==> src/rtl/rca_pkg.sv <==
// Shared definitions for the wide ripple-carry sequencer: chunk width and FSM state encoding.
package rca_pkg;

  localparam int RCA_CHUNK_W = 32;

  typedef enum logic [1:0] {
    IDLE = 2'd0,
    RUN  = 2'd1,
    DONE = 2'd2
  } rca_seq_state_t;

endpackage

==> src/rtl/rca_32bit.sv <==
// Combinational 32-bit ripple-carry adder; the single shared chunk adder of rca_wide_seq.
module rca_32bit (
  input  logic [31:0] a,
  input  logic [31:0] b,
  input  logic        c_in,
  output logic [31:0] sum,
  output logic        c_out
);

  always_comb begin
    logic carry;
    sum   = '0;
    carry = c_in;
    for (int i = 0; i < 32; i++) begin
      sum[i] = a[i] ^ b[i] ^ carry;
      carry  = (a[i] & b[i]) | (carry & (a[i] ^ b[i]));
    end
    c_out = carry;
  end

endmodule

==> src/rtl/rca_wide_seq.sv <==
// WORDS x 32-bit adder built from one rca_32bit, one chunk per cycle, LSB chunk first.
// Optional subtract mode (a - b, c_out = no borrow) enabled by defining RCA_WIDE_SEQ_SUB_EN.
module rca_wide_seq
  import rca_pkg::*;
#(
  parameter int WORDS = 4
) (
  input  logic                         clk,
  input  logic                         rst,
  input  logic                         in_valid,
  output logic                         in_ready,
  input  logic [RCA_CHUNK_W*WORDS-1:0] a,
  input  logic [RCA_CHUNK_W*WORDS-1:0] b,
  input  logic                         c_in,
`ifdef RCA_WIDE_SEQ_SUB_EN
  input  logic                         sub,
`endif
  output logic                         out_valid,
  input  logic                         out_ready,
  output logic [RCA_CHUNK_W*WORDS-1:0] sum,
  output logic                         c_out,
  output logic                         busy
);

  localparam int N     = RCA_CHUNK_W * WORDS;
  localparam int IDX_W = (WORDS > 1) ? $clog2(WORDS) : 1;
  localparam logic [IDX_W-1:0] IDX_LAST = IDX_W'(WORDS - 1);

  rca_seq_state_t   state;
  logic [IDX_W-1:0] idx;
  logic [N-1:0]     a_q;
  logic [N-1:0]     b_q;
  logic             carry_q;
  logic [N-1:0]     sum_q;
  logic             c_out_q;
  logic             in_ready_q;
  logic             out_valid_q;
  logic             busy_q;

  logic [RCA_CHUNK_W-1:0] chunk_sum;
  logic                   chunk_cout;
  logic [N+RCA_CHUNK_W-1:0] sum_cat;
  logic                   sub_sel;

`ifdef RCA_WIDE_SEQ_SUB_EN
  assign sub_sel = sub;
`else
  assign sub_sel = 1'b0;
`endif

  rca_32bit u_chunk_add (
    .a     (a_q[RCA_CHUNK_W-1:0]),
    .b     (b_q[RCA_CHUNK_W-1:0]),
    .c_in  (carry_q),
    .sum   (chunk_sum),
    .c_out (chunk_cout)
  );

  // New chunk enters at the top; after WORDS shifts chunk 0 sits at the bottom.
  assign sum_cat = {chunk_sum, sum_q};

  always_ff @(posedge clk) begin
    if (rst) begin
      state       <= IDLE;
      idx         <= '0;
      a_q         <= '0;
      b_q         <= '0;
      carry_q     <= 1'b0;
      sum_q       <= '0;
      c_out_q     <= 1'b0;
      in_ready_q  <= 1'b1;
      out_valid_q <= 1'b0;
      busy_q      <= 1'b0;
    end else begin
      case (state)
        IDLE: begin
          if (in_valid) begin
            a_q        <= a;
            // Subtraction is a + ~b + 1, so the inverted operand and forced carry go in here.
            b_q        <= sub_sel ? ~b : b;
            carry_q    <= sub_sel ? 1'b1 : c_in;
            idx        <= '0;
            state      <= RUN;
            in_ready_q <= 1'b0;
            busy_q     <= 1'b1;
          end
        end
        RUN: begin
          a_q     <= a_q >> RCA_CHUNK_W;
          b_q     <= b_q >> RCA_CHUNK_W;
          sum_q   <= sum_cat[N+RCA_CHUNK_W-1:RCA_CHUNK_W];
          carry_q <= chunk_cout;
          idx     <= idx + 1'b1;
          if (idx == IDX_LAST) begin
            state       <= DONE;
            c_out_q     <= chunk_cout;
            out_valid_q <= 1'b1;
          end
        end
        DONE: begin
          if (out_ready) begin
            state       <= IDLE;
            out_valid_q <= 1'b0;
            busy_q      <= 1'b0;
            in_ready_q  <= 1'b1;
          end
        end
        default: begin
          state       <= IDLE;
          out_valid_q <= 1'b0;
          busy_q      <= 1'b0;
          in_ready_q  <= 1'b1;
        end
      endcase
    end
  end

  assign in_ready  = in_ready_q;
  assign out_valid = out_valid_q;
  assign sum       = sum_q;
  assign c_out     = c_out_q;
  assign busy      = busy_q;

endmodule

==> config.mk <==
export PLATFORM = sky130hd
export DESIGN_NAME = rca_wide_seq
export DESIGN_NICKNAME = d
export VERILOG_FILES = /design/src/rtl/rca_pkg.sv /design/src/rtl/rca_32bit.sv /design/src/rtl/rca_wide_seq.sv
export SDC_FILE = /design/constraint.sdc
export NUM_CORES = 1
export LEC_CHECK = 0
export CORE_ASPECT_RATIO = 0.6
export CORE_MARGIN = 10
export CORE_UTILIZATION = 53
export DETAILED_ROUTE_END_ITERATION = 8
export GPL_ROUTABILITY_DRIVEN = 0
export GPL_TIMING_DRIVEN = 0
export PLACE_DENSITY = 0.9
export SETUP_SLACK_MARGIN = 0.1
export SLEW_MARGIN = 20
export SYNTH_ARGS = -nofsm -noshare
export SYNTH_HDL_FRONTEND = slang
export SYNTH_SLANG_ARGS = --single-unit
==> constraint.sdc <==
create_clock -name clk -period 33.1 [get_ports clk]
set_input_delay 6.62 -clock clk [delete_from_list [all_inputs] [get_ports clk]]
set_output_delay 6.62 -clock clk [all_outputs]
set_load 0.05 [all_outputs]
Word-level counts from Yosys, hierarchy flattened
Index checks and enable logic that the tools add are counted.
W data, S select, Z words.
{"block": "word_totals", "output_inout_bits": 132, "mem_count": 0, "inputBits": 261, "ramBits": 0, "reg_bits": 393, "rom_bits": 0, "word_cells": 206, "latchBits": 0}
{"block": "classes", "reduce_logical": 7, "bitwise_logic": 162, "shifts": 0, "eq_ne": 6, "n_lt_le_gt_ge": 0, "div_mod_pow": 0, "mul": 0, "n_addsub": 1, "n_mux": 20}
{"cell": "$pmux W128 S2", "n": 2}
{"cell": "$mux W128", "n": 2}
{"cell": "$and A1 B1 Y1", "n": 64}
{"cell": "$xor A1 B1 Y1", "n": 64}
{"cell": "$or A1 B1 Y1", "n": 32}
{"cell": "$pmux W1 S3", "n": 3}
{"cell": "$reduce_and A3 Y1", "n": 3}
{"cell": "$mux W2", "n": 4}
{"cell": "$mux W1", "n": 6}
{"cell": "$ne A2 B2 Y1 const B", "n": 3}
{"cell": "$pmux W2 S3", "n": 1}
{"cell": "$eq A2 B2 Y1 const B", "n": 2}
{"cell": "$pmux W2 S2", "n": 1}
{"cell": "$reduce_and A2 Y1", "n": 2}
{"cell": "$add A2 B1 Y2 const B", "n": 1}
{"cell": "$eq A2 B1 Y1 const B", "n": 1}
{"cell": "$logic_not A2 Y1", "n": 1}
{"cell": "$not A1 Y1", "n": 2}
{"cell": "$pmux W1 S2", "n": 1}
{"cell": "$reduce_bool A2 Y1", "n": 1}

Logic depth before layout (Yosys ltp)
{"block": "logic_depth", "ltp_word": 66, "ltp_mapped": 36, "mapped_depth_nobuf": 36}

Cells and area by module
A second synthesis with hierarchy kept.
{"block": "unflattened", "hier_cells": 1827, "hier_area_um2": 15000.6}
{"mod": "rca_wide_seq", "area_per_inst_um2": 14322.5, "n_inst": 1, "seq_area_each_um2": 7867.5, "cells_each": 1785}
{"mod": "rca_32bit", "area_per_inst_um2": 678.2, "n_inst": 1, "seq_area_each_um2": 0.0, "cells_each": 42}

Worst setup path after synthesis
No wires, ideal clock.
{"block": "synth_timing", "path_kind": "register to register", "startpoint": "reg a_q[0]", "endpoint": "reg sum_q[127], in the netlist sum[127]", "setup_slack_ns": 20.439, "arrival_ns": 12.575, "path_buffers": 0, "period_less_slack_ns": 12.661, "path_stages_with_launch": 37, "setup_ns": 0.086, "t_required_ns": 33.014, "path_cell_list": "dfxtp_1 -> fa_1 -> fa_1 -> fa_1 -> fa_1 -> fa_1 -> fa_1 -> fa_1 -> fa_1 -> fa_1 -> fa_1 -> fa_1 -> fa_1 -> fa_1 -> fa_1 -> fa_1 -> fa_1 -> inv_1 -> fa_1 -> inv_1 -> fa_1 -> fa_1 -> fa_1 -> fa_1 -> fa_1 -> fa_1 -> fa_1 -> fa_1 -> fa_1 -> fa_1 -> fa_1 -> fa_1 -> fa_1 -> fa_1 -> inv_1 -> fa_1 -> a211oi_1"}
{"block": "synth_via", "elab_chain_cells": 64, "elab_cells_between_ends": 65, "cone_classes": "bitwise: 65"}
{"element": "start: declaration", "line": "rca_wide_seq.sv:31", "source": "logic [N-1:0] a_q;"}
{"element": "start signal: assignment", "line": "rca_wide_seq.sv:89", "source": "a_q <= a_q >> RCA_CHUNK_W;"}
{"element": "$xor A1 B1 Y1", "line": "rca_32bit.sv:16", "source": "carry = (a[i] & b[i]) | (carry & (a[i] ^ b[i]));"}
{"element": "$and A1 B1 Y1", "line": "rca_32bit.sv:16"}
{"element": "$or A1 B1 Y1 (*)", "line": "rca_32bit.sv:16"}
{"element": "$and A1 B1 Y1 (*)", "line": "rca_32bit.sv:16"}
{"element": "$or A1 B1 Y1 (*)", "line": "rca_32bit.sv:16"}
{"element": "$and A1 B1 Y1 (*)", "line": "rca_32bit.sv:16"}
{"element": "$or A1 B1 Y1 (*)", "line": "rca_32bit.sv:16"}
{"element": "$and A1 B1 Y1 (*)", "line": "rca_32bit.sv:16"}
{"element": "[48 not listed]"}
{"element": "$or A1 B1 Y1 (*)", "line": "rca_32bit.sv:16"}
{"element": "$and A1 B1 Y1 (*)", "line": "rca_32bit.sv:16"}
{"element": "$or A1 B1 Y1 (*)", "line": "rca_32bit.sv:16"}
{"element": "$and A1 B1 Y1 (*)", "line": "rca_32bit.sv:16"}
{"element": "$or A1 B1 Y1 (*)", "line": "rca_32bit.sv:16"}
{"element": "$and A1 B1 Y1 (*)", "line": "rca_32bit.sv:16"}
{"element": "$or A1 B1 Y1 (*)", "line": "rca_32bit.sv:16"}
{"element": "$xor A1 B1 Y1 (*)", "line": "rca_32bit.sv:15", "source": "sum[i] = a[i] ^ b[i] ^ carry;"}
{"element": "end signal: assignment", "line": "rca_wide_seq.sv:91", "source": "sum_q <= sum_cat[N+RCA_CHUNK_W-1:RCA_CHUNK_W];"}
{"element": "end: declaration", "line": "rca_wide_seq.sv:34", "source": "logic [N-1:0] sum_q;"}
Every way passes the cells marked *; elsewhere a longest branch is shown, timed or not.
A chain may end at the register's enable or synchronous reset.

Worst setup path after layout
Ends and elaborated chain as after synthesis.

==> impl_metrics.toml <==
[outcome]
status = "finished clean"

[sta]
worst_pin_slew_ns = 1.09
drv_slew = 0
hold_violations = 0
fin_crit_sh_pct = 41.3
fmax_ghz = 0.0732
slew_headroom_pct = 27.6
final.setup.tns_ns = 0
setup_viol_count_final = 0
rsz0062_at_grt = "false"
clock_skew_ns = 0.0285
min_period_ns = 13.66

[clock_network]
cts_tree = "built"
cts-buffers-inserted = 37
clk_latency_ns = 0.55
path_clk_slew_ns = 0.06
cts_buffer_depth = 3
post_cts_buffers = 0
cts_sinks = 393
cts_hold_buf = 0
cts_resized = 0
cts_root_buf = "clkbuf_16"
htreeDepth = 2

[floorplan]
core_area_mm2 = 0.0298
die-area_mm2 = 0.0377
start_util_pct = 53.5
fp-row-count = 49
io_pins = 393
die_x_um = 244
die_h_um = 154

[route]
routed_via_density = 6.02
dr.pass1.iters = 6
vias = 16300
route.detailed.drc = 0
wl_per_cell_um = 22.6
wl_um = 61000
antenna_left = 0
drt_iter0_drc = 1806

[finish]
nets = 2547
syn_to_final_growth_pct = 36.0
final_cell_mix = "393 x dfxtp_1, 390 x clkdlybuf4s50_1, 354 x nor2_1"
final_common_cell = "dfxtp_1"
final-seq-area_mm2 = 0.00787
fin_cells = 2702
multi_input_area_mm2 = 0.00724
post_route_cells_drive_above_1_share_pct = 6.80
nFillCells = 2228
fin_area_mm2 = 0.0217

[placed_design]
dp_hpwl_um = 47300
io_buffers = 390
placed_cells = 2622
placed_area_mm2 = 0.0204

[logic_synthesis]
syn_area_per_cell_um2 = 8.74
yosysSeqAreaShare_pct = 49.3
ys.flop_type = "dfxtp_1"
ys_types = 28
synth_cells = 1824
synth-edff-count = 0
synthArstFlopShare_pct = 0
ys_ff_latch = 393
ys.warnings.count = 0
synth_area_mm2 = 0.0159
synth_nets = 2118

[worst_setup_path]
critPathArrivalTime_ns = 14.11
reg2reg_slack_ns = 19.44
rr_worst_depth = 36
endpoint_kind = "register"
cp-start-kind = "register"
cp_common_cell = "fa_1"
reg2reg_to = "sum[127]"
critical_path.startpoint = "a_q[0]"
cpMaxStageDelayCell = "fa_1"
cp_max_fo = 2
required_ns = 33.55
regToRegStartpoint = "a_q[0]"
crit_type = "register to register"
critical_path.max_stage_delay_ns = 0.45

[grt]
overflow = 0
grt_pass1_wl_um = 91600
grt_max_degree = 16
track_usage_pct = 30.8
grt_pass1_vias = 16000
antenna_found_initial = 19

[power_and_ir_drop]
cellPowerDensity_mw_per_mm2 = 55.0
report.power.total_w = 0.00119
leakagePower_nw = 7.91
vdd_drop_max_v = 0.0000376

[worst_hold_path]
min_to = "sum[0]"
hp-class = "register to register"
min_from = "sum[0]"
whs_path_depth = 2

[job]
max_cap_violations = 0
[through the flow]
step | hold WS, ns | util [%] | setup slack (ns)
global placement | 0.442 | 68.3 | 19.89
CTS | 0.456 | 72.7 | 19.55
global route | 0.479 | 72.8 | 19.23
detailed placement | 0.447 | 68.3 | 19.64
finish | 0.456 | 72.8 | 19.44
floorplan | 0.477 | - | 20.44
[critical path, delay by kind of cell (launching register included)]
kind / cells / cell delay, ns
adder cells (fa/ha/maj): 32 / 12.70
flip-flops: 1 / 0.33
AO/OA/AOI/OAI: 1 / 0.25
buffers and inverters: 3 / 0.24
[flip-flops by register name, indices dropped and copies added, names as in the netlist]
signal	flops
a_q	128
b_q	128
busy	1
c_out	1
carry_q	1
idx	2
in_ready	1
out_valid	1
state	2
sum	128
[per-layer routing]
| metal | track usage [%] | share of wire (%) | vias to the layer above |
|---|---|---|---|
| met5 | 0 | 0.11 | - |
| met4 | 14.6 | 4.8 | 10 |
| met3 | 9.96 | 12 | 207 |
| met2 | 47.8 | 44 | 1066 |
| met1 | 38.2 | 39 | 7677 |
| li1 | - | - | 7295 |
[power breakdown]
part,switching (W),internal (W)
clock network,0.000189,0.000263
logic,0.000121,0.0000861
registers,0.0000281,0.000507
total,0.000338,0.000855
[how the worst max path moves through the flow]
| stage | end | slack (ns) | depth (start not counted) |
|---|---|---|---|
| 5_1_grt | sum[127] | 19.23 | 36 |
| 4_1_cts | sum[127] | 19.55 | 36 |
| 3_5_place_dp | sum[127] | 19.64 | 36 |
| 3_3_place_gp | sum[127] | 19.89 | 36 |
| 6_report | sum[127] | 19.44 | 36 |
| 2_1_floorplan | sum[127] | 20.44 | 36 |
[cells in the mapped netlist (2+ instances only)]
master | instances | share of area [%]
fa_1 | 32 | 4.0
buf_1 | 9 | 0.21
buf_2 | 47 | 1.5
inv_1 | 9 | 0.21
nand2b_1 | 2 | 0.078
a22oi_1 | 65 | 3.1
nor2_1 | 354 | 8.3
nor2b_1 | 3 | 0.12
o21bai_1 | 2 | 0.094
a211oi_2 | 30 | 2.4
o22ai_1 | 97 | 3.8
a221oi_1 | 4 | 0.22
o2bb2ai_1 | 96 | 5.3
a21oi_1 | 130 | 4.1
buf_4 | 15 | 0.71
a211oi_1 | 160 | 7.5
nand2_1 | 254 | 6.0
clkbuf_1 | 113 | 2.7
dfxtp_1 | 393 | 49
[logic make-up (layout without fill, tap and decap cells)]
kind of cell / count (synthesis) / after routing / share of synthesized area (%)
other cells: 0 / 13 / 0
mux: 1 / 1 / 0.0628
flops: 393 / 393 / 49.3
fa+ha+maj: 33 / 33 / 4.10
simple gates: 616 / 616 / 14.6
buf+inv: 193 / 650 / 5.26
compound gates: 588 / 588 / 26.6
[area by class of cell]
| cell class | count | area share [%] |
|---|---|---|
| sequential | 393 | 36.3 |
| buffer | 184 | 3.72 |
| inverter | 9 | 0.156 |
| timing repair buffer | 390 | 18.0 |
| multi-input combinational | 1238 | 33.4 |
| tap | 408 | 2.35 |
| clock buffer | 57 | 5.46 |
| antenna | 13 | 0.150 |
| clock inverter | 10 | 0.490 |
Power figures use the tool's default switching activity.
